--- src/rtl/uart_pkg.sv ---
// Shared widths, interrupt-cause bit indices and timeout FSM encoding for the UART receive path.
package uart_pkg;

  localparam int unsigned DATA_W  = 8;
  localparam int unsigned TIMER_W = 16;
  localparam int unsigned OVF_W   = 8;
  localparam int unsigned ITR_W   = 3;

  // itr_status bit positions: {ovf, timeout, thres}
  localparam int unsigned ITR_THRES   = 0;
  localparam int unsigned ITR_TIMEOUT = 1;
  localparam int unsigned ITR_OVF     = 2;

  typedef enum logic [1:0] {
    TO_IDLE  = 2'd0,
    TO_ARMED = 2'd1,
    TO_FIRED = 2'd2
  } to_state_e;

endpackage

--- src/rtl/uart_rx_fifo.sv ---
// Synchronous receive FIFO with a registered head byte and fill count.
module uart_rx_fifo
  import uart_pkg::*;
#(
  parameter int unsigned depth = 16
) (
  input  logic                     clk,
  input  logic                     rst_n,
  input  logic                     wr_en,
  input  logic [DATA_W-1:0]        wr_data,
  input  logic                     rd_en,
  output logic [DATA_W-1:0]        rd_data,
  output logic                     rd_valid,
  output logic [$clog2(depth):0]   cnt,
  output logic [$clog2(depth):0]   cnt_nxt_c,
  output logic                     wr_acc_c,
  output logic                     rd_acc_c
);

  localparam int unsigned AW = $clog2(depth);
  localparam int unsigned CW = AW + 1;

  logic [DATA_W-1:0] mem_q [depth];
  logic [AW-1:0]     wr_ptr_q;
  logic [AW-1:0]     rd_ptr_q;
  logic [AW-1:0]     wr_ptr_nxt_c;
  logic [AW-1:0]     rd_ptr_nxt_c;
  logic [DATA_W-1:0] head_nxt_c;
  logic              full_c;

  // A write into a full FIFO is accepted only when the head leaves in the same cycle.
  always_comb begin
    full_c       = (cnt == CW'(depth));
    rd_acc_c     = rd_en & rd_valid;
    wr_acc_c     = wr_en & (~full_c | rd_acc_c);
    cnt_nxt_c    = cnt + CW'(wr_acc_c) - CW'(rd_acc_c);
    wr_ptr_nxt_c = wr_ptr_q + AW'(wr_acc_c);
    rd_ptr_nxt_c = rd_ptr_q + AW'(rd_acc_c);
    // Next head bypasses the array when it is the slot being written this cycle.
    if (wr_acc_c && (rd_ptr_nxt_c == wr_ptr_q)) begin
      head_nxt_c = wr_data;
    end else begin
      head_nxt_c = mem_q[rd_ptr_nxt_c];
    end
  end

  always_ff @(posedge clk) begin
    if (wr_acc_c) begin
      mem_q[wr_ptr_q] <= wr_data;
    end
  end

  always_ff @(posedge clk or negedge rst_n) begin
    if (!rst_n) begin
      wr_ptr_q <= '0;
      rd_ptr_q <= '0;
      cnt      <= '0;
      rd_valid <= 1'b0;
      rd_data  <= '0;
    end else begin
      wr_ptr_q <= wr_ptr_nxt_c;
      rd_ptr_q <= rd_ptr_nxt_c;
      cnt      <= cnt_nxt_c;
      rd_valid <= (cnt_nxt_c != '0);
      rd_data  <= head_nxt_c;
    end
  end

endmodule

--- src/rtl/uart_rx_ctrl.sv ---
// UART receive controller: byte FIFO, overflow counting and sticky interrupt causes.
// Define UART_RX_CTRL_TIMEOUT_EN to build the idle-timeout FSM; otherwise the timeout cause is tied low.
module uart_rx_ctrl
  import uart_pkg::*;
#(
  parameter int unsigned fifo_depth       = 16,
  parameter real         simulation_delay = 1.0
) (
  input  logic                          clk,
  input  logic                          rst_n,
  input  logic [DATA_W-1:0]             rx_byte_data,
  input  logic                          rx_byte_valid,
  input  logic                          rx_idle,
  output logic [DATA_W-1:0]             m_axis_data,
  output logic                          m_axis_valid,
  input  logic                          m_axis_ready,
  input  logic [$clog2(fifo_depth):0]   rx_thres,
  input  logic [TIMER_W-1:0]            timeout_th,
  output logic [$clog2(fifo_depth):0]   fifo_cnt,
  output logic [OVF_W-1:0]              ovf_cnt,
  output logic                          itr_req,
  output logic [ITR_W-1:0]              itr_status,
  input  logic [ITR_W-1:0]              itr_clr
);

  localparam int unsigned CW = $clog2(fifo_depth) + 1;

  // simulation_delay only shapes behavioural models; these registers update with zero delay.
  if (simulation_delay < 0.0) begin : g_neg_sim_delay
  end

  logic          push_c;
  logic          pop_c;
  logic [CW-1:0] cnt_nxt_c;
  logic          drop_c;
  logic          thres_hit_c;
  logic          to_fire_c;
  logic [ITR_W-1:0] status_set_c;
  logic [ITR_W-1:0] status_nxt_c;
  logic [ITR_W-1:0] status_d_q;
  logic [OVF_W-1:0] ovf_nxt_c;

  uart_rx_fifo #(
    .depth(fifo_depth)
  ) u_fifo (
    .clk       (clk),
    .rst_n     (rst_n),
    .wr_en     (rx_byte_valid),
    .wr_data   (rx_byte_data),
    .rd_en     (m_axis_ready),
    .rd_data   (m_axis_data),
    .rd_valid  (m_axis_valid),
    .cnt       (fifo_cnt),
    .cnt_nxt_c (cnt_nxt_c),
    .wr_acc_c  (push_c),
    .rd_acc_c  (pop_c)
  );

  assign drop_c      = rx_byte_valid & ~push_c;
  assign thres_hit_c = (rx_thres != '0) && (fifo_cnt < rx_thres) && (cnt_nxt_c >= rx_thres);

`ifdef UART_RX_CTRL_TIMEOUT_EN
  to_state_e          state_q;
  to_state_e          state_nxt;
  logic [TIMER_W-1:0] timer_q;
  logic [TIMER_W-1:0] timer_nxt;

  always_ff @(posedge clk or negedge rst_n) begin
    if (!rst_n) begin
      state_q <= TO_IDLE;
      timer_q <= '0;
    end else begin
      state_q <= state_nxt;
      timer_q <= timer_nxt;
    end
  end

  // Timer counts quiet idle cycles while bytes wait; any FIFO traffic restarts it.
  always_comb begin
    state_nxt = state_q;
    timer_nxt = timer_q;
    case (state_q)
      TO_IDLE: begin
        timer_nxt = '0;
        if (cnt_nxt_c != '0) state_nxt = TO_ARMED;
      end
      TO_ARMED: begin
        if (cnt_nxt_c == '0) begin
          state_nxt = TO_IDLE;
          timer_nxt = '0;
        end else if (push_c || pop_c) begin
          timer_nxt = '0;
        end else if (rx_idle) begin
          if ((timeout_th != '0) && (timer_q == timeout_th - TIMER_W'(1))) begin
            state_nxt = TO_FIRED;
            timer_nxt = '0;
          end else begin
            timer_nxt = timer_q + TIMER_W'(1);
          end
        end
      end
      TO_FIRED: begin
        timer_nxt = '0;
        if (cnt_nxt_c == '0) state_nxt = TO_IDLE;
        else if (push_c)     state_nxt = TO_ARMED;
      end
      default: begin
        state_nxt = TO_IDLE;
        timer_nxt = '0;
      end
    endcase
  end

  always_comb begin
    to_fire_c = (state_q == TO_ARMED) && (state_nxt == TO_FIRED);
  end
`else
  logic unused_timeout_c;
  assign unused_timeout_c = ^{rx_idle, timeout_th};
  assign to_fire_c        = 1'b0;
`endif

  // New causes win over a same-cycle write-1-to-clear.
  always_comb begin
    status_set_c              = '0;
    status_set_c[ITR_THRES]   = thres_hit_c;
    status_set_c[ITR_TIMEOUT] = to_fire_c;
    status_set_c[ITR_OVF]     = drop_c;
    status_nxt_c              = (itr_status & ~itr_clr) | status_set_c;
    ovf_nxt_c                 = ovf_cnt;
    if (drop_c && (ovf_cnt != '1)) ovf_nxt_c = ovf_cnt + OVF_W'(1);
  end

  always_ff @(posedge clk or negedge rst_n) begin
    if (!rst_n) begin
      itr_status <= '0;
      status_d_q <= '0;
      itr_req    <= 1'b0;
      ovf_cnt    <= '0;
    end else begin
      itr_status <= status_nxt_c;
      status_d_q <= itr_status;
      itr_req    <= |(itr_status & ~status_d_q);
      ovf_cnt    <= ovf_nxt_c;
    end
  end

endmodule

--- config.mk ---
export PLATFORM = sky130hd
export DESIGN_NAME = uart_rx_ctrl
export DESIGN_NICKNAME = d
export VERILOG_FILES = /design/src/rtl/uart_pkg.sv /design/src/rtl/uart_rx_fifo.sv /design/src/rtl/uart_rx_ctrl.sv
export SDC_FILE = /design/constraint.sdc
export NUM_CORES = 1
export LEC_CHECK = 0
export CAP_MARGIN = 20
export CORE_AREA = 5 5 123 125
export CTS_CLUSTER_SIZE = 25
export DETAILED_ROUTE_END_ITERATION = 10
export DIE_AREA = 0 0 128 130
export PLACE_DENSITY = 0.7
export SLEW_MARGIN = 25
export SYNTH_ARGS = -nofsm -noshare
export SYNTH_HDL_FRONTEND = slang
export SYNTH_SLANG_ARGS = --single-unit
export TNS_END_PERCENT = 30
--- constraint.sdc ---
create_clock -name clk -period 3.39 [get_ports clk]
set_input_delay 0.5085 -clock clk [delete_from_list [all_inputs] [get_ports clk]]
set_output_delay 0.5085 -clock clk [all_outputs]
set_load 0.02 [all_outputs]
* Word-level counts from Yosys, hierarchy flattened
Memory sizes are Yosys's and may differ from the RTL's. A register that Yosys moved wholly into a read port is not among the register bits.
Cells that the tools add are included.
** Word-level totals
- Memories :: 1
- Word-level logic and storage cells :: 38
- Bits in latches :: 0
- Register bits after elaboration :: 29
- Memory bits (read-only) :: 0
- Memory bits (writable) :: 128
** Cells by class
- Mux-type cells :: 2
- Reduce and logical (&&, ||, !) cells :: 7
- Order comparisons :: 2
- Add/sub/neg operators :: 5
- Bitwise gates (word level) :: 11
- Multiply operators :: 0
- Equal/unequal tests :: 2
- Divide/modulo/power cells :: 0
- Shift-type cells :: 0
** Memories
- u_fifo.mem_q :: depth 16, bits a word 8, rd ports 1, clocked after memory_dff 1, wr ports 1, RTL line uart_rx_fifo.sv:23 : logic [DATA_W-1:0] mem_q [depth];
** Operators with widths (number)
- 5-bit nonzero test :: 2
- 4-bit by 1-bit adder with 4-bit output :: 2
- 8-bit by 1-bit adder with 8-bit output (second input constant) :: 1
- 8-bit inequality test (second input constant) :: 1
- 3-bit bitwise AND :: 2
- 3-bit NOT :: 2
- 5-bit by 1-bit adder with 5-bit output :: 1
- 5-bit equality test (second input constant) :: 1
- 5-bit >= comparator :: 1
- 5-bit less-than comparator :: 1
- 5-bit by 1-bit subtractor with 5-bit output :: 1
- 1-bit bitwise AND :: 3
- 1-bit logical AND :: 3
- 3-bit OR :: 1
- 3-bit OR reduction :: 1
- 1-bit 2-to-1 mux :: 2
- 1-bit NOT :: 2
- 1-bit zero test :: 1
- 1-bit OR :: 1

* Depth between registers and ports, before layout
Gate-level depths: netlist (run 1).
- Depth in word-level cells :: 9
- Depth in mapped cells :: 17

* Cells and area by module
Synthesis (run 1) repeated with hierarchy kept, for this count alone.
** Second synthesis, totals
- Cells, all modules :: 367
- Area total of the unflattened synthesis :: 7050.5 sq um
** By module, submodules not included
- uart_rx_fifo :: times used 1, cells an instance 290, area each 6208.5 sq um
- uart_rx_ctrl :: times used 1, cells an instance 77, area each 842.1 sq um

* Worst setup path before layout (run 1)
Ideal clock, no wire load.
- Path kind :: register -> register
- From :: register u_fifo.cnt[2]
- To :: register itr_status[0]
- Buffers on the path :: 0
- Required time :: 3264 ps
- Path slack :: 600 ps
- Period minus slack after synthesis :: 2790 ps
- Arrival time :: 2664 ps
- Stages on the path, launching flop included :: 16
- Cell sequence :: dfrtp_1 inv_1 ha_1 nand3_1 nand2_1 inv_1 ha_1 inv_1 fa_1 xnor2_1 ha_1 o21ai_0 a21oi_1 o21a_1 o21ai_0 o22ai_1
** On the way
- Cells in the longest elaborated chain, start to end :: 9
- Elaborated cells between the ends (all ways) :: 11
- Those cells by class :: add/sub: 2; order compare: 2; eq/ne: 1; bitwise: 4; reduce/logical: 2
** RTL lines
- from (decl) :: RTL line uart_rx_fifo.sv:14 : output logic [$clog2(depth):0] cnt,
- from (signal assigned) :: RTL line uart_rx_fifo.sv:63 : cnt <= cnt_nxt_c;
- 5-bit equality test :: RTL line uart_rx_fifo.sv:33 : full_c = (cnt == CW'(depth));
- 1-bit NOT :: RTL line uart_rx_fifo.sv:35 : wr_acc_c = wr_en & (~full_c | rd_acc_c);
- 1-bit OR :: RTL line uart_rx_fifo.sv:35
- 1-bit bitwise AND :: RTL line uart_rx_fifo.sv:35
- 5-bit by 1-bit adder with 5-bit output (*) :: RTL line uart_rx_fifo.sv:36 : cnt_nxt_c = cnt + CW'(wr_acc_c) - CW'(rd_acc_c);
- 5-bit by 1-bit subtractor with 5-bit output (*) :: RTL line uart_rx_fifo.sv:36
- named net cnt_nxt_c[2] :: RTL line uart_rx_ctrl.sv:34 : logic [CW-1:0] cnt_nxt_c;
- 5-bit >= comparator (*) :: RTL line uart_rx_ctrl.sv:60 : assign thres_hit_c = (rx_thres != '0) && (fifo_cnt < rx_thres) && (cnt_nxt_c >= rx_thres);
- 1-bit logical AND (*) :: RTL line uart_rx_ctrl.sv:60
- 3-bit OR (*) :: RTL line uart_rx_ctrl.sv:129 : status_nxt_c = (itr_status & ~itr_clr) | status_set_c;
- named net status_nxt_c[0] :: RTL line uart_rx_ctrl.sv:39 : logic [ITR_W-1:0] status_nxt_c;
- to (signal assigned) :: RTL line uart_rx_ctrl.sv:141 : itr_status <= status_nxt_c;
- to (decl) :: RTL line uart_rx_ctrl.sv:22 : output logic [ITR_W-1:0] itr_status,
The timed path passes the listed nets; every way through them passes the cells marked *.
A chain may end at the register's enable or synchronous reset.

* Worst setup path after layout (run 1)
- From :: input m_axis_ready
- To :: register itr_status[0]
** On the way
- Cells in the longest elaborated chain, start to end :: 8
** RTL lines
- from (decl) :: RTL line uart_rx_ctrl.sv:16 : input logic m_axis_ready,
- 1-bit bitwise AND (*) :: RTL line uart_rx_fifo.sv:34 : rd_acc_c = rd_en & rd_valid;
- 1-bit OR :: RTL line uart_rx_fifo.sv:35
- 1-bit bitwise AND :: RTL line uart_rx_fifo.sv:35
- 5-bit by 1-bit adder with 5-bit output :: RTL line uart_rx_fifo.sv:36
- 5-bit by 1-bit subtractor with 5-bit output (*) :: RTL line uart_rx_fifo.sv:36
- named net cnt_nxt_c[4] :: RTL line uart_rx_ctrl.sv:34
- 5-bit >= comparator (*) :: RTL line uart_rx_ctrl.sv:60
- 1-bit logical AND (*) :: RTL line uart_rx_ctrl.sv:60
- 3-bit OR (*) :: RTL line uart_rx_ctrl.sv:129
- named net status_nxt_c[0] :: RTL line uart_rx_ctrl.sv:39
Marked as above.

==> results.yml, run 1 <==
status:
  status: "finished clean"
pwr:
  powerDensity_nw_per_um2: 908
  ir_drop_mv: 0.433
  pwr-share-seq_pct: 36.9
  swShare_pct: 32.6
  pwr-share-comb_pct: 39.3
  switchingPower_w: 0.00243
  p_clk_share_pct: 23.8
  leakage_nw: 2.94
  internal_power_w: 0.00501
setup_path:
  cp_num_buf_inv: 4
  critPathMaxStageDelay_ns: 0.42
  crit_required_ns: 3.69
  critPathKind: "in2reg"
  worstSetupStartpointType: "input port"
  arrival_ns: 3.27
  crit_path_top_delay_cell: "clkdlybuf4s50_1"
  crit_fanout: 3
  critPathTopFamily: "compound AO/OA/AOI/OAI gates"
  end_kind: "register"
  cp_common_cell: "inv_1"
  path_cells: "clkdlybuf4s50_1 > a211oi_1 > nand3_1 > nand2_1 > inv_1 > ha_1 > inv_1 > fa_1 > inv_1 > a21oi_1 > nor2_1 > nor2_1 > xnor2_1 > ha_1 > o21a_1 > o21ai_0 > o22ai_1"
timing:
  setup-violations-final: 0
  slew_viol_final: 0
  relSlewSlack_pct: 44.9
  holdWs_ns: 0.181
  finalHoldViolCount: 0
  fin_crit_ns: 2.97
  fin_crit_sh_pct: 87.6
  worst_slew_pin_slew_ns: 0.826
  max_freq_ghz: 0.337
  rsz0062_at_grt: "no"
  fin_skew_ns: 0.00797
logic_synthesis:
  syn_area_sq_um: 6780
  synth_warnings: 0
  seq_area_frac_synth_pct: 70.3
  synth_edf_count: 128
  synthCells: 388
  synthDistinctLibCells: 43
  async_flop_share_pct: 22.4
  synth_nets: 446
  synth-main-ff-cell: "edfxtp_1"
  syn_area_per_cell_sq_um: 17.5
  yosys_register_bits: 165
global_routing:
  grt_max_degree: 38
  grt_pass1_wl_mm: 21.3
  grt_pass1_vias: 3810
  antenna_found_initial: 0
  grt.total_usage_pct: 17.5
  grt_util_met2_pct: 28.2
  top_usage_layer: "met2"
  gr-usage-met1_pct: 23.1
  grt.overflow.total: 0
  use_met3_pct: 5.08
hold_path:
  hold_class: "in2async"
cells_and_area:
  area_delta_synth_final_pct: 20.8
  fin_area_sq_um: 8190
  nNetsFinal: 529
  num_antenna_cells: 0
  drive_above_1_share_pct: 19.4
drt:
  detail-route-antenna-nets: 0
  drt-total-wl_mm: 13.5
  vias: 3699
  drc: 0
  drt_pre_antenna_iters: 5
  vias_per_cell: 5.57
  drt_iter0_markers: 322
  avgRoutedWirePerCell_um: 20.3
die:
  coreArea_sq_um: 13800
  io-pin-count: 63
  die_w_um: 128
  die-area_sq_um: 16600
  start_util_pct: 49.2
  rows: 43
  dieHeight_um: 130
clock_network:
  cts_max_path_buffers: 2
  clk_latency_ns: 0.42
  cts_max_level: 4
  post_cts_buffers: 0
  hold_buffers: 0
  root_buffer: "clkbuf_16"
  cts_tree: "done"
  cts_resized: 0
  cts.clk_slew.worst_paths_ns: 0.06
  numClockSinks: 165
  cts_inserted_buffers: 17
placement:
  port_buffers: 45
  placedInstanceArea_sq_um: 7640
  place_hpwl_mm: 8.93
  gp_congestion: 0.806
job:
  max_cap_viol_count: 0
[synth_stat cells, drive strengths merged (7+ instances only)]
master  count  area [sq um]
o22ai       9          56.3
nor2       19          71.3
buf         9          56.3
nand2      19          71.3
nand3       7          40.0
inv        20          75.1
nor2b       7          43.8
dfrtp      37           926
a211oi      9          67.6
ha         20           250
xnor2      14           123
mux4       32           721
o31ai       8          60.1
edfxtp    128          3840
[power groups by stage]
stage / clock (W) / sequential (W) / combinational (W)
floorplan: 0 / 0.00283 / 0.00182
global placement: 0 / 0.00275 / 0.00288
detailed placement: 0 / 0.00278 / 0.00294
CTS: 0.00181 / 0.00274 / 0.00296
global route: 0.00191 / 0.00278 / 0.00317
finish: 0.00177 / 0.00275 / 0.00292
[final cells by class]
| class | count | area [sq um] |
|---|---|---|
| tap | 180 | 225 |
| inverter | 20 | 75.1 |
| sequential | 165 | 4770 |
| fill | 1065 | 5580 |
| clock inverter | 14 | 118 |
| multi-input combinational | 191 | 1870 |
| timing repair buffer | 76 | 703 |
| clock buffer | 18 | 429 |
[path summary, 6_finish.rpt]
check | startpoint | to | slack (ns) | cells after the start
setup / recovery | m_axis_ready | itr_status[0] | 0.42 | 17
hold / removal | rst_n | u_fifo.cnt[1] | 0.18 | 1
setup reg to reg | u_fifo.cnt[1] | itr_status[0] | 0.45 | 16
hold reg to reg | itr_status[1] | status_d_q[1] | 0.42 | 0
max in group asynchronous | rst_n | u_fifo.rd_ptr_q[2] | 2.68 | 1
min in group clk | itr_status[1] | status_d_q[1] | 0.42 | 0
[worst reg2reg max path, delay by kind of cell, from the launching register on]
family	cells	cell delay, ns
AOI/OAI and AO/OA	5	0.83
adders and majority gates	3	0.72
DFF	1	0.47
and+or+nand+nor	4	0.41
buffers and inverters	3	0.20
xor gates and xnor gates	1	0.19
[registers in the layout (all words and copies together) (netlist names)]
signal,count
u_fifo.mem_q,128
ovf_cnt,8
u_fifo.rd_data,8
u_fifo.cnt,5
u_fifo.rd_ptr_q,4
u_fifo.wr_ptr_q,4
itr_status,3
status_d_q,3
itr_req,1
u_fifo.rd_valid,1
[metal layers]
metal  part of all wire [%]  up-vias
li1                       -     1670
met2                     49      159
met1                     41     1854
met4                    2.0        0
met3                    7.9       16
met5                      0        -
[metrics by stage]
step | instances | power [W] | TNS, ns | setup slack (ns) | util (%)
floorplan | 388 | 0.00465 | 0 | 0.600 | -
global placement | 632 | 0.00563 | 0 | 0.0442 | 55.5
detailed placement | 632 | 0.00573 | -0.0298 | -0.0298 | 55.5
CTS | 664 | 0.00751 | 0 | 0.416 | 59.5
global route | 664 | 0.00785 | 0 | 0.178 | 59.5
finish | 664 | 0.00744 | 0 | 0.420 | 59.5
[cells by family (layout without fill, tap and decap cells)]
family | after synthesis | count (layout) | synth area share, %
AND/OR/NAND/NOR | 74 | 74 | 5.57
multiplexers | 32 | 32 | 10.6
flip-flops | 165 | 165 | 70.3
XOR/XNOR | 20 | 20 | 2.97
adder cells (fa/ha/maj) | 21 | 21 | 3.99
AO/OA/AOI/OAI | 44 | 44 | 4.39
buffers and inverters | 32 | 128 | 2.10
[cells in the final DEF (no fill, tap or decap), types with 7 or more instances in the layout]
master	Yosys	routed
clkdlybuf4s50_1	0	44
ha_1	20	19
o22ai_1	9	9
a211oi_1	9	9
edfxtp_1	128	128
clkbuf_16	0	17
nand2_1	19	19
xnor2_1	14	14
o31ai_1	8	8
dfrtp_1	37	37
nor2b_1	7	7
inv_1	20	20
nor2_1	19	19
buf_4	2	29
mux4_2	32	32
Power figures use the tool's default switching activity.
==> inputs of run 2 (changes only) <==
Settings changed: SLEW_MARGIN 25 to 40, TNS_END_PERCENT 30 to default.
==> results.yml, run 2 (synthesized netlist as in run 1, its figures left out) <==
placement:
  placedInstanceArea_sq_um: 7640
  place_ws_ns: -0.0298
  gp_congestion: 0.806
  port_buffers: 45
  place_inst: 632
  place_hpwl_mm: 8.93
clock_network:
  cts_resized: 0
  cts_inserted_buffers: 17
  cts_max_level: 4
  hold_buffers: 0
  numClockSinks: 165
  post_cts_buffers: 0
  cts.clk_slew.worst_paths_ns: 0.06
  root_buffer: "clkbuf_16"
  cts_max_path_buffers: 2
  cts_tree: "done"
  clk_latency_ns: 0.42
timing:
  relSlewSlack_pct: 52.3
  fin_skew_ns: 0.00797
  fin_tns_setup_ns: 0
  fin_ws_ns: 0.420
  finalHoldViolCount: 0
  max_freq_ghz: 0.337
  setup-violations-final: 0
  rsz0062_at_grt: "no"
  slew_viol_final: 0
  worst_slew_pin_slew_ns: 0.713
  fin_crit_ns: 2.97
  fin_crit_sh_pct: 87.6
die:
  rows: 43
  die_w_um: 128
  dieHeight_um: 130
  coreArea_sq_um: 13800
  io-pin-count: 63
  die-area_sq_um: 16600
  start_util_pct: 49.2
status:
  status: "finished clean"
setup_path:
  crit_fanout: 3
  arrival_ns: 3.27
  reg2reg_slack_ns: 0.45
  end_kind: "register"
  r2r_start: "u_fifo.cnt[1]"
  r2r-end: "itr_status[0]"
  rr_worst_depth: 16
  crit_required_ns: 3.69
  worstSetupStartpointType: "input port"
  critPathKind: "in2reg"
pwr:
  pwr-share-comb_pct: 39.3
  internal_power_w: 0.00501
  switchingPower_w: 0.00243
  p_clk_share_pct: 23.8
  pwr-share-seq_pct: 36.9
  swShare_pct: 32.6
  leakage_nw: 2.94
  powerDensity_nw_per_um2: 908
  ir_drop_mv: 0.433
cells_and_area:
  n_fill_cell: 1064
  top_regs: "u_fifo.mem_q: 128 flops, ovf_cnt: 8 flops, u_fifo.rd_data: 8 flops"
  layout_commonest_cell: "edfxtp_1"
  multi_input_area_sq_um: 1870
  drive_above_1_share_pct: 19.4
  area_delta_synth_final_pct: 20.8
  largest_reg_flops: 128
  nNetsFinal: 529
  regMostFlops: "u_fifo.mem_q"
  layout_common_cells: "128 x edfxtp_1, 44 x clkdlybuf4s50_1, 37 x dfrtp_1"
  seqCellArea_sq_um: 4770
  fin_cells: 664
  fin_area_sq_um: 8190
  num_antenna_cells: 0
hold_path:
  hold_class: "in2async"
drt:
  avgRoutedWirePerCell_um: 20.3
  vias: 3697
  drt-total-wl_mm: 13.5
  drt_pre_antenna_iters: 5
  detail-route-antenna-nets: 0
  drt_iter0_markers: 322
  drc: 0
  vias_per_cell: 5.57
global_routing:
  grt_max_degree: 38
  grt_pass1_vias: 3810
  grt_pass1_wl_mm: 21.3
  grt.total_usage_pct: 17.5
  antenna_found_initial: 0
  grt.overflow.total: 0
job:
  max_cap_viol_count: 0
run 2: power groups by stage:
stage,logic (W),clock network [W],registers [W]
after floorplan,0.00182,0,0.00283
after global placement,0.00288,0,0.00275
after detailed placement,0.00294,0,0.00278
after CTS,0.00296,0.00181,0.00274
after global routing,0.00317,0.00191,0.00278
final,0.00292,0.00177,0.00275
run 2: worst max-delay path by stage:
| stage | startpoint | end | slack, ns | depth (start not counted) |
|---|---|---|---|---|
| CTS | m_axis_ready | itr_status[0] | 0.42 | 17 |
| global route | u_fifo.cnt[1] | itr_status[0] | 0.18 | 16 |
| floorplan | u_fifo.cnt[2] | itr_status[0] | 0.60 | 15 |
| global placement | m_axis_ready | itr_status[0] | 0.04 | 17 |
| finish | m_axis_ready | itr_status[0] | 0.42 | 17 |
| detailed placement | m_axis_ready | itr_status[0] | -0.03 | 17 |
run 2: layout make-up:
| class | count | area share [%] |
|---|---|---|
| clock buffers | 18 | 5.24 |
| clock inverters | 14 | 1.44 |
| inverters | 20 | 0.916 |
| multi-input cells | 191 | 22.8 |
| flip-flops and latches | 165 | 58.2 |
| well taps | 180 | 2.75 |
| repair buffers | 76 | 8.61 |
run 2: metrics by stage:
stage               utilization (%)  total power [W]  hold slack, ns
floorplan                         -          0.00465           0.213
global placement               55.5          0.00563           0.390
detailed placement             55.5          0.00573           0.411
CTS                            59.5          0.00751           0.204
global route                   59.5          0.00786          0.0771
finish                         59.5          0.00744          0.0409
run 2: per-layer routing:
metal  GRT usage (%)  vias up  share of wire [%]
met3            5.08       16                7.9
met1            23.1     1852                 41
met4            5.81        0                2.0
li1                -     1670                  -
met5               0        -                  0
met2            28.2      159                 49
run 2: worst max-delay path: stages:
cell             delay, ns
clkdlybuf4s50_1       0.42
a211oi_1              0.36
nand3_1               0.12
nand2_1               0.10
inv_1                 0.07
ha_1                  0.22
inv_1                 0.08
fa_1                  0.21
inv_1                 0.05
a21oi_1               0.13
nor2_1                0.05
nor2_1                0.14
xnor2_1               0.19
ha_1                  0.28
o21a_1                0.10
o21ai_0               0.15
o22ai_1               0.08
